$ cat src/rtl/led_seq_pkg.sv
// Purpose: shared register map and mode encodings for the LED sequencer.
// Latency: n/a (constants and types only).
// Backpressure: n/a.
package led_seq_pkg;

  localparam logic [1:0] ADDR_CTRL    = 2'd0;
  localparam logic [1:0] ADDR_PATTERN = 2'd1;
  localparam logic [1:0] ADDR_PERIOD  = 2'd2;
  localparam logic [1:0] ADDR_STATUS  = 2'd3;

  typedef enum logic [1:0] {
    MODE_STATIC = 2'd0,
    MODE_BLINK  = 2'd1,
    MODE_ROTL   = 2'd2,
    MODE_ROTR   = 2'd3
  } mode_t;

endpackage

$ cat src/rtl/led_tick_gen.sv
// Purpose: prescaler plus step counter; pulses tick once every PRESCALE*(period+1) cycles.
// Latency: tick is combinational from the counter state; clr takes effect at the next edge.
// Backpressure: none, free-running.
// Ports: CLK/Reset clock and async reset, clr synchronous restart of both counters,
//        period strobes per step minus one, tick single-cycle step pulse.
module led_tick_gen #(
  parameter int PRESCALE = 100000
) (
  input  logic        CLK,
  input  logic        Reset,
  input  logic        clr,
  input  logic [15:0] period,
  output logic        tick
);

  // PRESCALE=1 still needs a 1-bit counter that simply stays at zero.
  localparam int PW = (PRESCALE > 1) ? $clog2(PRESCALE) : 1;
  localparam logic [PW-1:0] PRE_LAST = PW'(PRESCALE - 1);

  logic [PW-1:0] pre;
  logic [15:0]   step;
  logic          strobe;

  assign strobe = (pre == PRE_LAST);
  assign tick   = strobe && (step == period);

  always_ff @(posedge CLK or posedge Reset) begin
    if (Reset) begin
      pre  <= '0;
      step <= '0;
    end else if (clr) begin
      pre  <= '0;
      step <= '0;
    end else if (strobe) begin
      pre  <= '0;
      step <= tick ? 16'd0 : step + 16'd1;
    end else begin
      pre  <= pre + PW'(1);
    end
  end

endmodule

$ cat src/rtl/led_sequencer.sv
// Purpose: MMIO-programmed static/blink/rotate sequencer driving the LED register.
// Latency: a CTRL/PATTERN write or an effect step shows on LedWE/LedWD one cycle after cur updates.
// Backpressure: none, the LED register accepts every pulse.
// Ports: CLK/Reset clock and async reset; BusWE/BusAddr/BusWD processor store path;
//        BusRD combinational readback; LedWE/LedWD registered update pulse and display value.
module led_sequencer
  import led_seq_pkg::*;
#(
  parameter int          PRESCALE   = 100000,
  parameter logic [15:0] PERIOD_RST = 16'd499
) (
  input  logic        CLK,
  input  logic        Reset,
  input  logic        BusWE,
  input  logic [1:0]  BusAddr,
  input  logic [31:0] BusWD,
  output logic [31:0] BusRD,
  output logic        LedWE,
  output logic [31:0] LedWD
);

  mode_t       mode;
  logic [15:0] pattern;
  logic [15:0] period;
  logic [15:0] cur;
  logic        phase;
  logic        pend;
  logic        clr;
  logic        tick;
  logic        unused_wd;

  // Only the low half of the write data is ever stored.
  assign unused_wd = ^BusWD[31:16];

  // STATUS is read-only, so a store there must not disturb the step timing.
  assign clr = BusWE && (BusAddr != ADDR_STATUS);

  led_tick_gen #(.PRESCALE(PRESCALE)) u_tick (
    .CLK    (CLK),
    .Reset  (Reset),
    .clr    (clr),
    .period (period),
    .tick   (tick)
  );

  always_comb begin
    BusRD = 32'd0;
    case (BusAddr)
      ADDR_CTRL:    BusRD = {30'd0, mode};
      ADDR_PATTERN: BusRD = {16'd0, pattern};
      ADDR_PERIOD:  BusRD = {16'd0, period};
      default:      BusRD = {15'd0, phase, cur};
    endcase
  end

  // pend marks a cur update; the LED pair is driven from it one edge later.
  // A bus store takes priority over a coincident tick, which is discarded.
  always_ff @(posedge CLK or posedge Reset) begin
    if (Reset) begin
      mode    <= MODE_STATIC;
      pattern <= 16'd0;
      period  <= PERIOD_RST;
      cur     <= 16'd0;
      phase   <= 1'b0;
      pend    <= 1'b0;
      LedWE   <= 1'b0;
      LedWD   <= 32'd0;
    end else begin
      LedWE <= pend;
      LedWD <= {16'd0, cur};
      pend  <= 1'b0;
      if (BusWE) begin
        case (BusAddr)
          ADDR_CTRL: begin
            mode  <= mode_t'(BusWD[1:0]);
            cur   <= pattern;
            phase <= 1'b0;
            pend  <= 1'b1;
          end
          ADDR_PATTERN: begin
            pattern <= BusWD[15:0];
            cur     <= BusWD[15:0];
            phase   <= 1'b0;
            pend    <= 1'b1;
          end
          ADDR_PERIOD: period <= BusWD[15:0];
          default: ;
        endcase
      end else if (tick) begin
        unique case (mode)
          MODE_STATIC: ;
          MODE_BLINK: begin
            // Entering phase 1 blanks the display; returning to phase 0 restores it.
            phase <= ~phase;
            cur   <= phase ? pattern : 16'd0;
            pend  <= 1'b1;
          end
          MODE_ROTL: begin
            cur  <= {cur[14:0], cur[15]};
            pend <= 1'b1;
          end
          MODE_ROTR: begin
            cur  <= {cur[0], cur[15:1]};
            pend <= 1'b1;
          end
        endcase
      end
    end
  end

endmodule

$ cat config.mk
export PLATFORM = sky130hd
export DESIGN_NAME = led_sequencer
export DESIGN_NICKNAME = d
export VERILOG_FILES = /design/src/rtl/led_seq_pkg.sv /design/src/rtl/led_tick_gen.sv /design/src/rtl/led_sequencer.sv
export SDC_FILE = /design/constraint.sdc
export NUM_CORES = 1
export LEC_CHECK = 0
export CORE_MARGIN = 4
export CORE_UTILIZATION = 50
export CTS_BUF_LIST = sky130_fd_sc_hd__clkbuf_8
export DETAILED_ROUTE_END_ITERATION = 16
export PLACE_DENSITY_LB_ADDON = 0.25
export SLEW_MARGIN = 10
export SYNTH_ARGS = -nofsm -noshare
export SYNTH_HDL_FRONTEND = slang
export SYNTH_HIERARCHICAL = 1
export SYNTH_SLANG_ARGS = --single-unit
$ cat constraint.sdc
create_clock -name CLK -period 4.1 [get_ports CLK]
set_input_delay 0.41 -clock CLK [delete_from_list [all_inputs] [get_ports CLK]]
set_output_delay 0.41 -clock CLK [all_outputs]
set_load 0.005 [all_outputs]
Word-level counts from Yosys, hierarchy flattened. Cells that the tools add are included.

Bitwise gates (word level): 1. Muxes and demuxes: 19. Reductions and logical operators: 14. Equal/unequal tests: 10. Add/sub/neg operators: 2.

Operators by type and width (count): 2-to-1 mux 16 bit (6); one-hot mux 17 bit (3 select lines) (1); one-hot mux 16 bit (3 select lines) (1); 2-to-1 mux 17 bit (2); one-hot mux 16 bit (2 select lines) (1); adder 17 x 1 -> 17 bit (second input constant) (1); equality test 17 bit (second input constant) (1); adder 16 x 1 -> 16 bit (second input constant) (1); equality test 16 bit (1); 2-to-1 mux 1 bit (8); equality test 2 bit (second input constant) (3); AND reduction 2 bit (3); AND reduction 3 bit (2); nonzero test 2 bit (3); equality test 2 x 1 -> 1 bit (second input constant) (2); inequality test 2 bit (second input constant) (2); nonzero test 4 bit (1); inequality test 3 x 1 -> 1 bit (second input constant) (1); OR reduction 3 bit (1); logical AND 1 bit (2); zero test 2 bit (1); OR reduction 2 bit (1); inverter 1 bit (1).

Bits of input ports: 37. Bits in registers: 102. Logic and storage cells: 56. Output and inout bits: 65.

Longest topological paths before layout. Gate-level depths: netlist (run 1).

Depth after elaboration: 5. Depth in mapped cells: 10. Mapped depth without buffers: 8.

Modules after synthesis. Netlist (run 1), hierarchy kept.

Modules (own cells, without submodules): led_sequencer (area an instance 3457.1 µm², cells an instance 325, instances 1, sequential area each 1735.4 µm²); led_tick_gen (area an instance 1815.5 µm², cells an instance 190, instances 1, sequential area each 825.8 µm²).

Worst setup path before layout (run 1). OpenSTA, ideal clock, no wires.

Kind: input -> register. Start point: in BusWE. End point: reg u_tick.step[11]. Buffers on the path: 3. Library setup time: 0.119 ns. Data arrival time: 1.945 ns. Stages on the path: 8. Data required time: 3.981 ns. Path slack: 2.037 ns. Cell sequence: buf_4 -> buf_2 -> a21boi_0 -> a41o_1 -> buf_6 -> or3b_1 -> xor2_1 -> nor2_2.

Word-level cells in the longest chain between the ends: 2. Elaborated cells on any way between the ends: 3. Classes of those cells: mux (1); reduce/logical (2).

Ends and longest elaborated chain: start, declared (line led_sequencer.sv:14) `input logic BusWE,`; logical AND 1 bit (*) (line led_sequencer.sv:36) `assign clr = BusWE && (BusAddr != ADDR_STATUS);`; net clr (line led_sequencer.sv:28) `logic clr;`; 2-to-1 mux 16 bit or nonzero test 2 bit (tied branches); end signal, assigned (line led_tick_gen.sv:36) `step <= tick ? 16'd0 : step + 16'd1;`; end, declared (line led_tick_gen.sv:21) `logic [15:0] step;`.

Mark *: on every way through the listed nets, which the timed path passes. The rest lies on a longest branch. A chain may end at the register's enable or synchronous reset.

Worst setup path after layout (run 1).
Start point: in BusAddr[1]. End point: out BusRD[7].

Word-level cells in the longest chain between the ends: 2. Elaborated cells on any way between the ends: 4. Classes of those cells: eq/ne (2); mux (1); reduce/logical (1).

Ends and longest elaborated chain: start, declared (line led_sequencer.sv:15) `input logic [1:0] BusAddr,`; equality test 2 bit (tied with other cells) (line led_sequencer.sv:48) `case (BusAddr)`; one-hot mux 17 bit (3 select lines) (*) (line led_sequencer.sv:48); end, declared (line led_sequencer.sv:17) `output logic [31:0] BusRD,`.

Every way passes the cells marked *; elsewhere a longest branch is shown, timed or not.

==> key figures, run 1 <==
Final layout
  – Fillers: a little over 900
  – Layout cells sized above 1: between 10% and 20%
  – N_diodes: 0
  – Nets: 605
  – Final Non-Filler Cells: 702
  – Layout overhead on the synthesized area: 12.81%

Timing
  – Min Tclk post-route: between 2 and 3 ns
  – Period utilization: just over 70%
  – Max-slew headroom: a little over two fifths
  – Worst-margin pin slew: between 0.8 and 0.9 ns
  – # setup viols final: 0
  – Sum Neg Setup Slack: 0 ns
  – Final hold slack: about 0.36 ns
  – Achievable frequency: around 0.34 GHz
  – Final Hold Viols: 0
  – Worst Skew: approximately 0.013 ns
  – Final Slew Violations: 0
  – RSZ-0062 raised after global routing: false

Clock tree
  – CTS tree: built
  – CTS buffer count: 9
  – Root Driver: clkbuf_8
  – Clock Sinks: approximately 100
  – Clock latency on the worst-skew pair: around 0.38 ns
  – Number of gates resized after CTS: 0
  – CTS H-tree depth: 3
  – CTS Buffer Depth: 2
  – Hold_buf cts: 0
  – Clk slew on worst S/H paths: around 0.10 ns
  – Post-CTS Setup Inserts: 0

Flow run
  – Max cap viols: 0

Power
  – Worst vdd ir: roughly 0.00022 V
  – Design Power: roughly 0.0023 W
  – Leakage power: 2.649 nW
  – P per Cell Area: ~390 nW/µm²

Route
  – Final WL: roughly 12000 µm
  – DR iter-0 viols: roughly 200
  – Vias/cell: approximately 5.6
  – Vias: around 3900
  – Final ANT Viol Nets: 0
  – TritonRoute pass-1 iters: 5
  – DRC violations left: 0
  – Avg WL per Cell: approximately 17 µm

Min path
  – HP Start: pend
  – Hold Path Sink: LedWE
  – Worst min-delay path class: reg -> reg
  – Hold Path Cell Cnt: 0

Logic synthesis
  – Post-Syn Area: ~5300 µm²
  – YS warnings: 6
  – Library cells used by synthesis: 47
  – Synth Flop Type: dfrtp_1
  – Cells after Synth: 515
  – #FFs+latches synth: roughly 100
  – Cell taking the most area after synthesis: dfrtp_1
  – Post-synthesis sequential area ratio: about half
  – Synth top area cells: dfrtp_1 45%, xor2_1 6.3%, buf_4 4.8%, nand2_1 4.4%, dfstp_2 3.5%
  – EDFF count, synth: 0
  – Syn_area_per_cell: between 10 and 15 µm²
  – Area fraction of the dominant cell type after synthesis: between 40 and 50%
  – Asr flop ratio synth: 100.0%

Critical path
  – Critical Path RT: around 3.7 ns
  – CP Cell Sequence: clkdlybuf4s50_1, nor2b_4, a22o_1, clkdlybuf4s50_1
  – Crit. End Element: primary output
  – Worst r2r src: mode[0]
  – CP peak stage delay: approximately 0.84 ns
  – Cells on worst reg2reg path: 6
  – Worst Setup Start Kind: input pin
  – Critical Path Fanout Max: 16
  – Critical path arrival: ~2.6 ns
  – Kind of critical path: in -> out
  – Most frequent CP cell: clkdlybuf4s50_1
  – Setup slack, reg-to-reg: around 1.6 ns
  – RR Endpoint: cur[5]
  – Crit-path slowest cell: clkdlybuf4s50_1

Place
  – GP Congestion: about 0.84
  – Placed Instances: approximately 700
  – DP Wirelength: between 8000 and 9000 µm
  – # port buffers: 54

GRT
  – Met2 usage: 28.84%
  – Initial antenna violation count: 0
  – Maximum number of pins on one net before global-route repair: 34
  – Met3 Use GR: about 4.5%
  – GRT Total Usage: 19.86%
  – GRT Residual Overflow: 0
  – Busiest grt layer: met1
  – First-pass GRT wire length: 19790 µm
  – Vias in the first global route: between 3000 and 4000
  – Met1 usage: ~29%

Outcome
  – Outcome: completed

Floorplan
  – # rows: 37
  – Die ar.: around 12000 µm²
  – Initial Util: around half
  – Die height: about 110 µm
  – Die W: around 110 µm
  – Io pins: about 100
  – Placeable Area: 10280 µm²
[sequential cells by signal (all words and copies together) (netlist names)]
| signal | count |
|---|---|
| u_tick/step | 16 |
| LedWE | 1 |
| LedWD | 16 |
| u_tick/pre | 17 |
| phase | 1 |
| pend | 1 |
| pattern | 16 |
| period | 16 |
| cur | 16 |
| mode | 2 |
[cell usage in the layout, fill, tap and decap left out, types with 10 or more instances in the layout]
cell type,Yosys,routed
conb_1,1,31
o22ai_1,16,16
nor2_1,36,36
xor2_1,38,38
mux2_2,13,13
clkbuf_8,0,10
nand2_1,62,62
dfrtp_1,95,95
o21ai_0,35,35
a22oi_1,16,16
o22a_1,16,16
inv_1,23,22
clkdlybuf4s50_1,0,54
nand4_1,12,12
a22o_1,14,14
nand3_1,14,14
buf_4,34,10
[stage by stage]
stage / cell area (µm²) / util [%] / worst slack [ns]
final: 5948 / 57.88 / 1.132
after global routing: 5948 / 57.88 / 1.030
after CTS: 5948 / 57.88 / 1.130
after detailed placement: 5761 / 56.05 / 1.141
after global placement: 5761 / 56.05 / 1.134
after floorplan: 5385 / - / 1.962
[cells in the mapped netlist, types with 3 or more instances]
| cell | instances |
|---|---|
| nand3_1 | 14 |
| a21oi_1 | 3 |
| nor4_1 | 5 |
| xnor2_1 | 6 |
| nand2_1 | 62 |
| mux2_4 | 3 |
| o21ai_0 | 35 |
| nand4_1 | 12 |
| dfstp_2 | 7 |
| nor2_1 | 36 |
| ha_1 | 7 |
| a22o_1 | 14 |
| mux2_2 | 13 |
| buf_2 | 13 |
| and3_1 | 5 |
| xor2_1 | 38 |
| a22oi_1 | 16 |
| inv_1 | 23 |
| o22ai_1 | 16 |
| buf_6 | 6 |
| nor3_1 | 3 |
| clkbuf_1 | 6 |
| o22a_1 | 16 |
| dfrtp_1 | 95 |
| buf_4 | 34 |
[report_power, final]
group	internal, W	switching (W)	total (W)
Clock	0.000245	0.000369	0.000614
Sequential	0.00114	0.000106	0.00125
Combinational	0.000261	0.000229	0.000490
Total	0.00165	0.000704	0.00235
[final cells by class]
cell class,count,area [µm²],share of cell area [%]
multi-input combinational,361,2327,39.12
sequential,102,2561,43.06
clock inverter,6,50.05,0.8414
clock buffer,10,137.6,2.314
tap,136,170.2,2.861
timing repair buffer,64,615.6,10.35
inverter,23,86.33,1.451
[how the worst max path moves through the flow]
stage                      to  depth (start not counted)        from  slack [ns]
CTS                 BusRD[15]                          4  BusAddr[1]        1.13
detailed placement   BusRD[7]                          4  BusAddr[1]        1.14
finish               BusRD[7]                          4  BusAddr[1]        1.13
global route         BusRD[8]                          4  BusAddr[1]        1.03
floorplan            LedWD[0]                          1       Reset        1.96
global placement     BusRD[7]                          4  BusAddr[1]        1.13
[logic make-up after synthesis]
| family | after synthesis | synth area share (%) |
|---|---|---|
| AOI/OAI and AO/OA | 106 | 13.88 |
| buffers and inverters | 82 | 9.421 |
| xor gates and xnor gates | 44 | 7.309 |
| muxes | 18 | 4.485 |
| and+or+nand+nor | 155 | 14.59 |
| other | 1 | 0.07112 |
| adders and majority gates | 7 | 1.661 |
| DFF | 102 | 48.58 |
[layer usage]
| metal | routed length (µm) | up-vias |
|---|---|---|
| met3 | 692 | 19 |
| met1 | 5511 | 1968 |
| li1 | - | 1806 |
| met5 | 0 | - |
| met4 | 274 | 0 |
| met2 | 5456 | 135 |
[critical path: cells and delay by family]
family / cells / cell delay [ns]
simple gates: 1 / 0.52
buf+inv: 2 / 1.36
compound gates: 1 / 0.26
Power figures use the tool's default switching activity.
==> run 2: changes to the inputs <==
--- a/config.mk
+++ b/config.mk
@@ -6,7 +6,7 @@
 export NUM_CORES = 1
 export LEC_CHECK = 0
 export CORE_MARGIN = 4
-export CORE_UTILIZATION = 50
+export CORE_UTILIZATION = 49
 export CTS_BUF_LIST = sky130_fd_sc_hd__clkbuf_8
 export DETAILED_ROUTE_END_ITERATION = 16
 export PLACE_DENSITY_LB_ADDON = 0.25
==> constraint.sdc (replaced) <==
create_clock -name CLK -period 2.7 [get_ports CLK]
set_input_delay 0.27 -clock CLK [delete_from_list [all_inputs] [get_ports CLK]]
set_output_delay 0.27 -clock CLK [all_outputs]
set_load 0.005 [all_outputs]
==> run 2 against run 1 <==
Against the previous run: via count decreased by 1.4%; critical path depth stayed put; worst hold slack lost 0.065 ns; die area up 1.9%; power is 49% higher; cell count is 0.57% higher.
==> key figures, run 2 (synthesis gave the netlist of run 1 again) <==
Floorplan
  – Initial Util: 50.62% (was 51.30%)
  – # rows: 37 (unchanged)
  – Placeable Area: 10420 µm² (was 10280 µm²)
  – Io pins: 102 (unchanged)
  – Die height: 111.7 µm (was 110.7 µm)
  – Die W: 111.7 µm (was 110.7 µm)
  – Die ar.: 12480 µm² (was 12250 µm²)

Clock tree
  – Post-CTS Setup Inserts: 0 (unchanged)
  – CTS tree: built (unchanged)
  – Root Driver: clkbuf_8 (unchanged)
  – Clock latency on the worst-skew pair: 0.38 ns (about the same)
  – CTS buffer count: 9 (unchanged)
  – Clk slew on worst S/H paths: 0.09 ns (was 0.10 ns)
  – Hold_buf cts: 0 (unchanged)
  – Clock Sinks: 102 (unchanged)
  – Number of gates resized after CTS: 0 (unchanged)
  – CTS Buffer Depth: 2 (unchanged)
  – CTS H-tree depth: 3 (unchanged)

GRT
  – Initial antenna violation count: 0 (unchanged)
  – First-pass GRT wire length: 19560 µm (was 19790 µm)
  – Maximum number of pins on one net before global-route repair: 46 (was 34)
  – GRT Residual Overflow: 0 (unchanged)
  – GRT Total Usage: 19.37% (was 19.86%)
  – Vias in the first global route: 3787 (was 3863)

Timing
  – RSZ-0062 raised after global routing: false (unchanged)
  – Max-slew headroom: 58.50% (was 42.93%)
  – Final Hold Viols: 0 (unchanged)
  – Final hold slack: 0.2928 ns (was 0.3579 ns)
  – Final Slew Violations: 0 (unchanged)
  – Min Tclk post-route: ~2.5 ns
  – Worst-margin pin slew: 0.6225 ns (was 0.8561 ns)
  – Achievable frequency: 0.4039 GHz
  – # setup viols final: 0 (unchanged)
  – Worst Skew: 0.02231 ns (was 0.01343 ns)
  – Sum Neg Setup Slack: 0 ns (unchanged)
  – Period utilization: around 90%

Place
  – DP Wirelength: 8457 µm (was 8321 µm)
  – GP Congestion: 0.8787 (was 0.8437)
  – # port buffers: 54 (unchanged)

Critical path
  – Critical Path Fanout Max: 15 (was 16)
  – CP top delay family: buffers and inverters (unchanged)
  – Cells on worst reg2reg path: 9 (was 6)
  – CP Cell Sequence: clkdlybuf4s50_1, nor2b_4, a22o_1, clkdlybuf4s50_1 (unchanged)
  – Crit-path slowest cell: clkdlybuf4s50_1 (unchanged)
  – RR Endpoint: cur[11] (was cur[5])
  – Kind of critical path: in -> out (unchanged)
  – CP peak stage delay: 0.68 ns (was 0.84 ns)
  – Worst r2r src: period[12] (was mode[0])
  – Most frequent CP cell: clkdlybuf4s50_1 (unchanged)
  – Critical path arrival: 2.21 ns (was 2.56 ns)
  – Worst Setup Start Kind: input pin (unchanged)
  – CP Buf/Inv Count: 2 (unchanged)
  – Crit. End Element: primary output (unchanged)
  – Setup slack, reg-to-reg: 0.39 ns (was 1.61 ns)
  – Critical Path RT: 2.43 ns (was 3.69 ns)

Route
  – Vias/cell: 5.487 (was 5.595)
  – TritonRoute pass-1 iters: 5 (unchanged)
  – Vias: 3874 (was 3928)
  – DRC violations left: 0 (unchanged)
  – Final WL: 11940 µm (was 11930 µm)
  – Final ANT Viol Nets: 0 (unchanged)
  – Avg WL per Cell: 16.91 µm (was 17.00 µm)
  – DR iter-0 viols: 271 (was 205)

Final layout
  – Fillers: 901 (was 922)
  – Layout overhead on the synthesized area: 13.72% (was 12.81%)
  – Layout cells sized above 1: 11.75% (was 11.48%)
  – N_diodes: 0 (unchanged)
  – Most flops, register: u_tick/pre (unchanged)
  – Largest register FFs: 17 (unchanged)
  – Nets: 609 (was 605)
  – Most frequent cells in the layout: 95 x dfrtp_1, 62 x nand2_1, 54 x clkdlybuf4s50_1, 38 x xor2_1, 36 x nor2_1 (unchanged)
  – Commonest non-fill, non-tap cell in the layout: dfrtp_1 (unchanged)

Power
  – Leakage power: 2.676 nW (was 2.649 nW)
  – P per Cell Area: 583.6 nW/µm² (was 395.0 nW/µm²)
  – Worst vdd ir: 0.0002900 V (was 0.0002211 V)

Min path
  – Worst min-delay path class: in -> async (was reg -> reg)

Flow run
  – Max cap viols: 0 (unchanged)

Outcome
  – Outcome: completed (unchanged)
## run 2: report_power, final
group	switching, W	internal [W]
Combinational	0.000350	0.000407
Sequential	0.000159	0.00173
Clock	0.000525	0.000329
## run 2: per-stage QoR
stage | util [%] | power (W) | area, µm² | setup WS (ns) | instances
6_report | 57.56 | 0.003499 | 5996 | 0.2243 | 706
5_1_grt | 57.56 | 0.003693 | 5996 | 0.1105 | 706
4_1_cts | 57.56 | 0.003537 | 5996 | 0.2410 | 706
3_3_place_gp | 55.95 | 0.002657 | 5828 | 0.2552 | 690
3_5_place_dp | 55.95 | 0.002676 | 5828 | 0.2478 | 690
2_1_floorplan | - | 0.002355 | 5385 | 0.6683 | 545
## run 2: worst max path at each step
stage | from | to | slack (ns) | cells past startpoint
after floorplan | u_tick/pre[0] | cur[0] | 0.67 | 9
after global placement | BusAddr[1] | BusRD[7] | 0.26 | 4
after detailed placement | BusAddr[1] | BusRD[6] | 0.25 | 4
after CTS | BusAddr[0] | BusRD[8] | 0.24 | 4
after global routing | BusAddr[1] | BusRD[8] | 0.11 | 4
final | BusAddr[1] | BusRD[8] | 0.22 | 4
## run 2: cell type report
cell class / count / area (µm²) / area share [%]
clock inverters: 7 / 43.79 / 0.7304
flip-flops and latches: 102 / 2561 / 42.72
multi-input cells: 361 / 2327 / 38.81
well taps: 136 / 170.2 / 2.838
repair buffers: 68 / 683.2 / 11.39
clock buffers: 9 / 123.9 / 2.066
inverters: 23 / 86.33 / 1.440
## run 2: per-layer routing
metal / share of wire, % / global-route usage, % / wire (µm) / up-vias
met3: 6.3 / 3.913 / 749 / 19
met4: 2.1 / 8.191 / 252 / 0
li1: - / - / - / 1824
met5: 0 / 0 / 0 / -
met1: 47 / 27.84 / 5552 / 1896
met2: 45 / 28.58 / 5382 / 135
==> variant 1: new RTL, flow settings as in run 2 <==
Register the output `LedWD` once more, cleared by the reset; this adds one clock of latency there. The other outputs are not delayed to match. Comments in the files are not updated.
--- a/src/rtl/led_sequencer.sv
+++ b/src/rtl/led_sequencer.sv
@@ -19,4 +19,6 @@
   output logic [31:0] LedWD
 );
+
+  logic [31:0] LedWD_s0;
 
   mode_t       mode;
@@ -65,8 +67,8 @@
       pend    <= 1'b0;
       LedWE   <= 1'b0;
-      LedWD   <= 32'd0;
+      LedWD_s0 <= 32'd0;
     end else begin
       LedWE <= pend;
-      LedWD <= {16'd0, cur};
+      LedWD_s0 <= {16'd0, cur};
       pend  <= 1'b0;
       if (BusWE) begin
@@ -109,4 +111,12 @@
   end
 
+  always_ff @(posedge CLK or posedge Reset) begin
+    if (Reset) begin
+      LedWD <= '0;
+    end else begin
+      LedWD <= LedWD_s0;
+    end
+  end
+
 endmodule
 
Check against the original RTL: not equivalent (a bounded check fails within 4 cycles, from zero or initial values and one cycle with Reset high).
==> variant 1 against run 2 <==
  * Clock power rose by 84%
  * Cell count up 3.8%
  * Area after synthesis grew 9.2%
  * Clock skew is 0.0090 ns lower
  * Sequential cell count up 16
  * Final area is 12% higher
  * Critical path type is now reg2reg
  * Wire length increased by 0.14%
  * Power is 29% higher
  * Setup slack improved by 0.044 ns
  * Worst hold slack got worse by 0.047 ns
  * Critical path depth up 5
  * Global-route usage decreased by 0.39 points
==> variant 1: results <==
status:
  status: "finished, final reports clean"
place:
  gp_congestion: 0.9194
  dpl.cell_count: 701
  dpl_cell_area_sq_mm: 0.006332
  place_hpwl_um: 8487
  dpl_worst_slack_ns: 0.2319
finish:
  nFillCells: 965
  fin_nets: 621
  seq_area_sq_mm: 0.002962
  layout-drive-gt1-share: 0.1610
sta:
  whs_ns: 0.2457
  fmax_mhz: 411.2
  worst_pin_slew_ns: 0.8005
  skew_ns: 0.01332
worst_setup_path:
  worstPathMaxFanout: 32
  slowest_stage: "dfrtp_1"
  r2r_start: "u_tick/step[11]$_DFFE_PP0P_"
  ff2ff_setup_slack_ns: 0.27
  crit_type: "reg2reg"
  critPathMaxStageDelay_ns: 0.43
synth:
  syn_inst: 517
  netlist-cell-type-count: 48
  synth_area_leaders: "dfrtp_1 (48%), xor2_1 (5.9%), nand2_1 (5.3%)"
  yosys-top-cells-count: "dfrtp_1 (111), nand2_1 (81), xor2_1 (39)"
  ys_seq_area_frac: 0.5146
global_routing:
  grtUsageMet2: 0.3192
  met3_usage: 0.05959
  grt_max_degree: 34
  grt_usage: 0.1898
  grt_pass1_wl_um: 19730
clock_network:
  clk_latency_ns: 0.44
  cts.clk_slew.worst_paths_ns: 0.07
  cts_buffers: 17
power:
  powerDensity_mw_per_mm2: 673.3
  seq_power_mw: 2.20
  leakagePower_nw: 3.067
  pwr.group.clock_mw: 1.57
routing:
  wl_met2_um: 6215
  first_pass_iters: 6
  viasPerCell: 5.344
  wl_per_cell_um: 16.31
==> variant 1: cell types whose count changed after synthesis, sizes merged, moves of 5 or more <==
cell     delta
o21ai      -30
nand2      +19
dfrtp      +16
inv        -16
o22ai      -16
o2bb2ai    +16
mux2       +14
clkbuf      -5
==> variant 1: cell families (layout without fill, tap and decap cells) <==
kind of cell,after synthesis,after routing,synth area share
AOI/OAI and AO/OA,76,76,0.1091
DFF,118,118,0.5146
adders and majority gates,7,7,0.01522
xor gates and xnor gates,45,45,0.06848
buffers and inverters,64,107,0.07391
and+or+nand+nor,174,174,0.1450
other,1,31,0.0006515
muxes,32,32,0.07304
==> variant 1: layout make-up <==
class                      count  share of cell area
sequential                   118              0.4403
tap                          143             0.02660
timing repair buffer          68              0.1016
clock inverter                13             0.01972
clock buffer                  19             0.03888
inverter                       7            0.004092
multi-input combinational    365              0.3689
==> variant 2: new RTL, config.mk and constraints of run 2 <==
Without the edit above. `PRESCALE` is set to 100000 in 2 places; all go to 25000.
--- a/src/rtl/led_tick_gen.sv
+++ b/src/rtl/led_tick_gen.sv
@@ -5,5 +5,5 @@
 //        period strobes per step minus one, tick single-cycle step pulse.
 module led_tick_gen #(
-  parameter int PRESCALE = 100000
+  parameter int PRESCALE = 25000
 ) (
   input  logic        CLK,
--- a/src/rtl/led_sequencer.sv
+++ b/src/rtl/led_sequencer.sv
@@ -7,5 +7,5 @@
   import led_seq_pkg::*;
 #(
-  parameter int          PRESCALE   = 100000,
+  parameter int          PRESCALE   = 25000,
   parameter logic [15:0] PERIOD_RST = 16'd499
 ) (
Behaviour: same outputs for any inputs over 4 cycles, from zero or initial values and one cycle with Reset high; that may be too few to reach the edited logic, so the function may still have changed.
==> variant 2 against run 2 <==
  * Area after synthesis decreased by 0.88%
  * Count of clock-buffer cells in the layout increased by 1
  * Register-to-register slack got worse by 0.31 ns
  * Sequential cell count decreased by 2
  * Sequential share of layout area decreased by 1.7 points
  * Final area increased by 2.1%
  * Clock skew decreased by 0.0064 ns
  * Global-route usage increased by 0.60 points
  * Setup slack got worse by 0.14 ns
  * Power increased by 4.4%
  * Wire length increased by 2.7%
  * Critical path type is now reg2reg
  * Largest cell class unchanged
==> variant 2: results <==
worst_setup_path:
  r2r_start: "u_tick/pre[9]$_DFF_PP0_"
  crit_family: "simple AND/OR/NAND/NOR gates"
  crit_type: "reg2reg"
  ff2ff_setup_slack_ns: 0.08
  reg2regPathDepth: 9
  critPathMaxStageDelay_ns: 0.55
  slowest_stage: "or4_4"
  worstPathMaxFanout: 8
  crit_end: "cur[11]$_DFFE_PP0P_"
routing:
  first_pass_iters: 4
  wl_met1_um: 5654
  wl_met2_um: 5553
  met3_length_um: 842
  viasPerCell: 5.511
synth:
  netlist-cell-type-count: 52
  synthAdderAreaFrac: 0.01676
  synthXorXnorAreaFrac: 0.06703
  ys_seq_area_frac: 0.4805
  yosys-top-cells-count: "dfrtp_1 (93), nand2_1 (57), o21ai_0 (37)"
  synth-compound-area-share: 0.1527
  synthMuxAreaShare: 0.04525
  synth_area_leaders: "dfrtp_1 (45%), xor2_1 (5.5%), buf_4 (4.9%)"
global_routing:
  grt_max_degree: 70
  grt_pass1_wl_um: 19980
  grt_usage: 0.1997
  met3_usage: 0.04367
  grt_pass1_vias: 3857
  grt_use_met1: 0.2857
sta:
  worst_pin_slew_ns: 1.067
  skew_ns: 0.01588
  fmax_mhz: 381.7
power:
  leakagePower_nw: 2.723
  power.internal_mw: 2.582
  vdd_ir_drop_max_uv: 309.8
status:
  status: "finished, final reports clean"
place:
  place_hpwl_um: 8307
  dpl_cell_area_sq_mm: 0.005802
finish:
  nFillCells: 868
  layout-drive-gt1-share: 0.1421
-- variant 2: changes by cell type after synthesis, moves of 3 or more --
cell / run 2 / this run
nor3_1: 3 / 6
nor2_1: 36 / 29
xor2_1: 38 / 33
nand4_1: 12 / 9
nand2_1: 62 / 57
-- variant 2: area by class of cell --
class | instances | area (sq um) | share of cell area
inverters | 22 | 82.58 | 0.01348
repair buffers | 76 | 768.2 | 0.1254
clock buffers | 10 | 137.6 | 0.02247
flip-flops and latches | 100 | 2511 | 0.4100
well taps | 136 | 170.2 | 0.02778
clock inverters | 6 | 71.32 | 0.01164
multi-input cells | 356 | 2384 | 0.3892
-- variant 2: worst min path at each step --
| stage | startpoint | end | slack (ns) | cells after the start |
|---|---|---|---|---|
| CTS | Reset | period[3]$_DFFE_PP0P_ | 0.31 | 3 |
| global placement | pend$_DFF_PP0_ | LedWE$_DFF_PP0_ | 0.34 | 0 |
| floorplan | pend$_DFF_PP0_ | LedWE$_DFF_PP0_ | 0.33 | 0 |
| detailed placement | pend$_DFF_PP0_ | LedWE$_DFF_PP0_ | 0.35 | 0 |
| global route | Reset | period[3]$_DFFE_PP0P_ | 0.35 | 3 |
| finish | Reset | period[3]$_DFFE_PP0P_ | 0.29 | 3 |
-- variant 2: power groups by stage --
| stage | clock network, mW | registers, mW | logic (mW) |
|---|---|---|---|
| after floorplan | 0 | 1.84 | 0.485 |
| after global placement | 0 | 1.89 | 0.741 |
| after detailed placement | 0 | 1.89 | 0.755 |
| after CTS | 1.03 | 1.86 | 0.773 |
| after global routing | 1.10 | 1.89 | 0.848 |
| final | 1.01 | 1.86 | 0.775 |
-- variant 2: per-stage QoR --
stage | instances | setup TNS (ns)
floorplan | 534 | 0
global placement | 684 | 0
detailed placement | 684 | -0.02523
CTS | 702 | 0
global route | 706 | 0
finish | 706 | 0
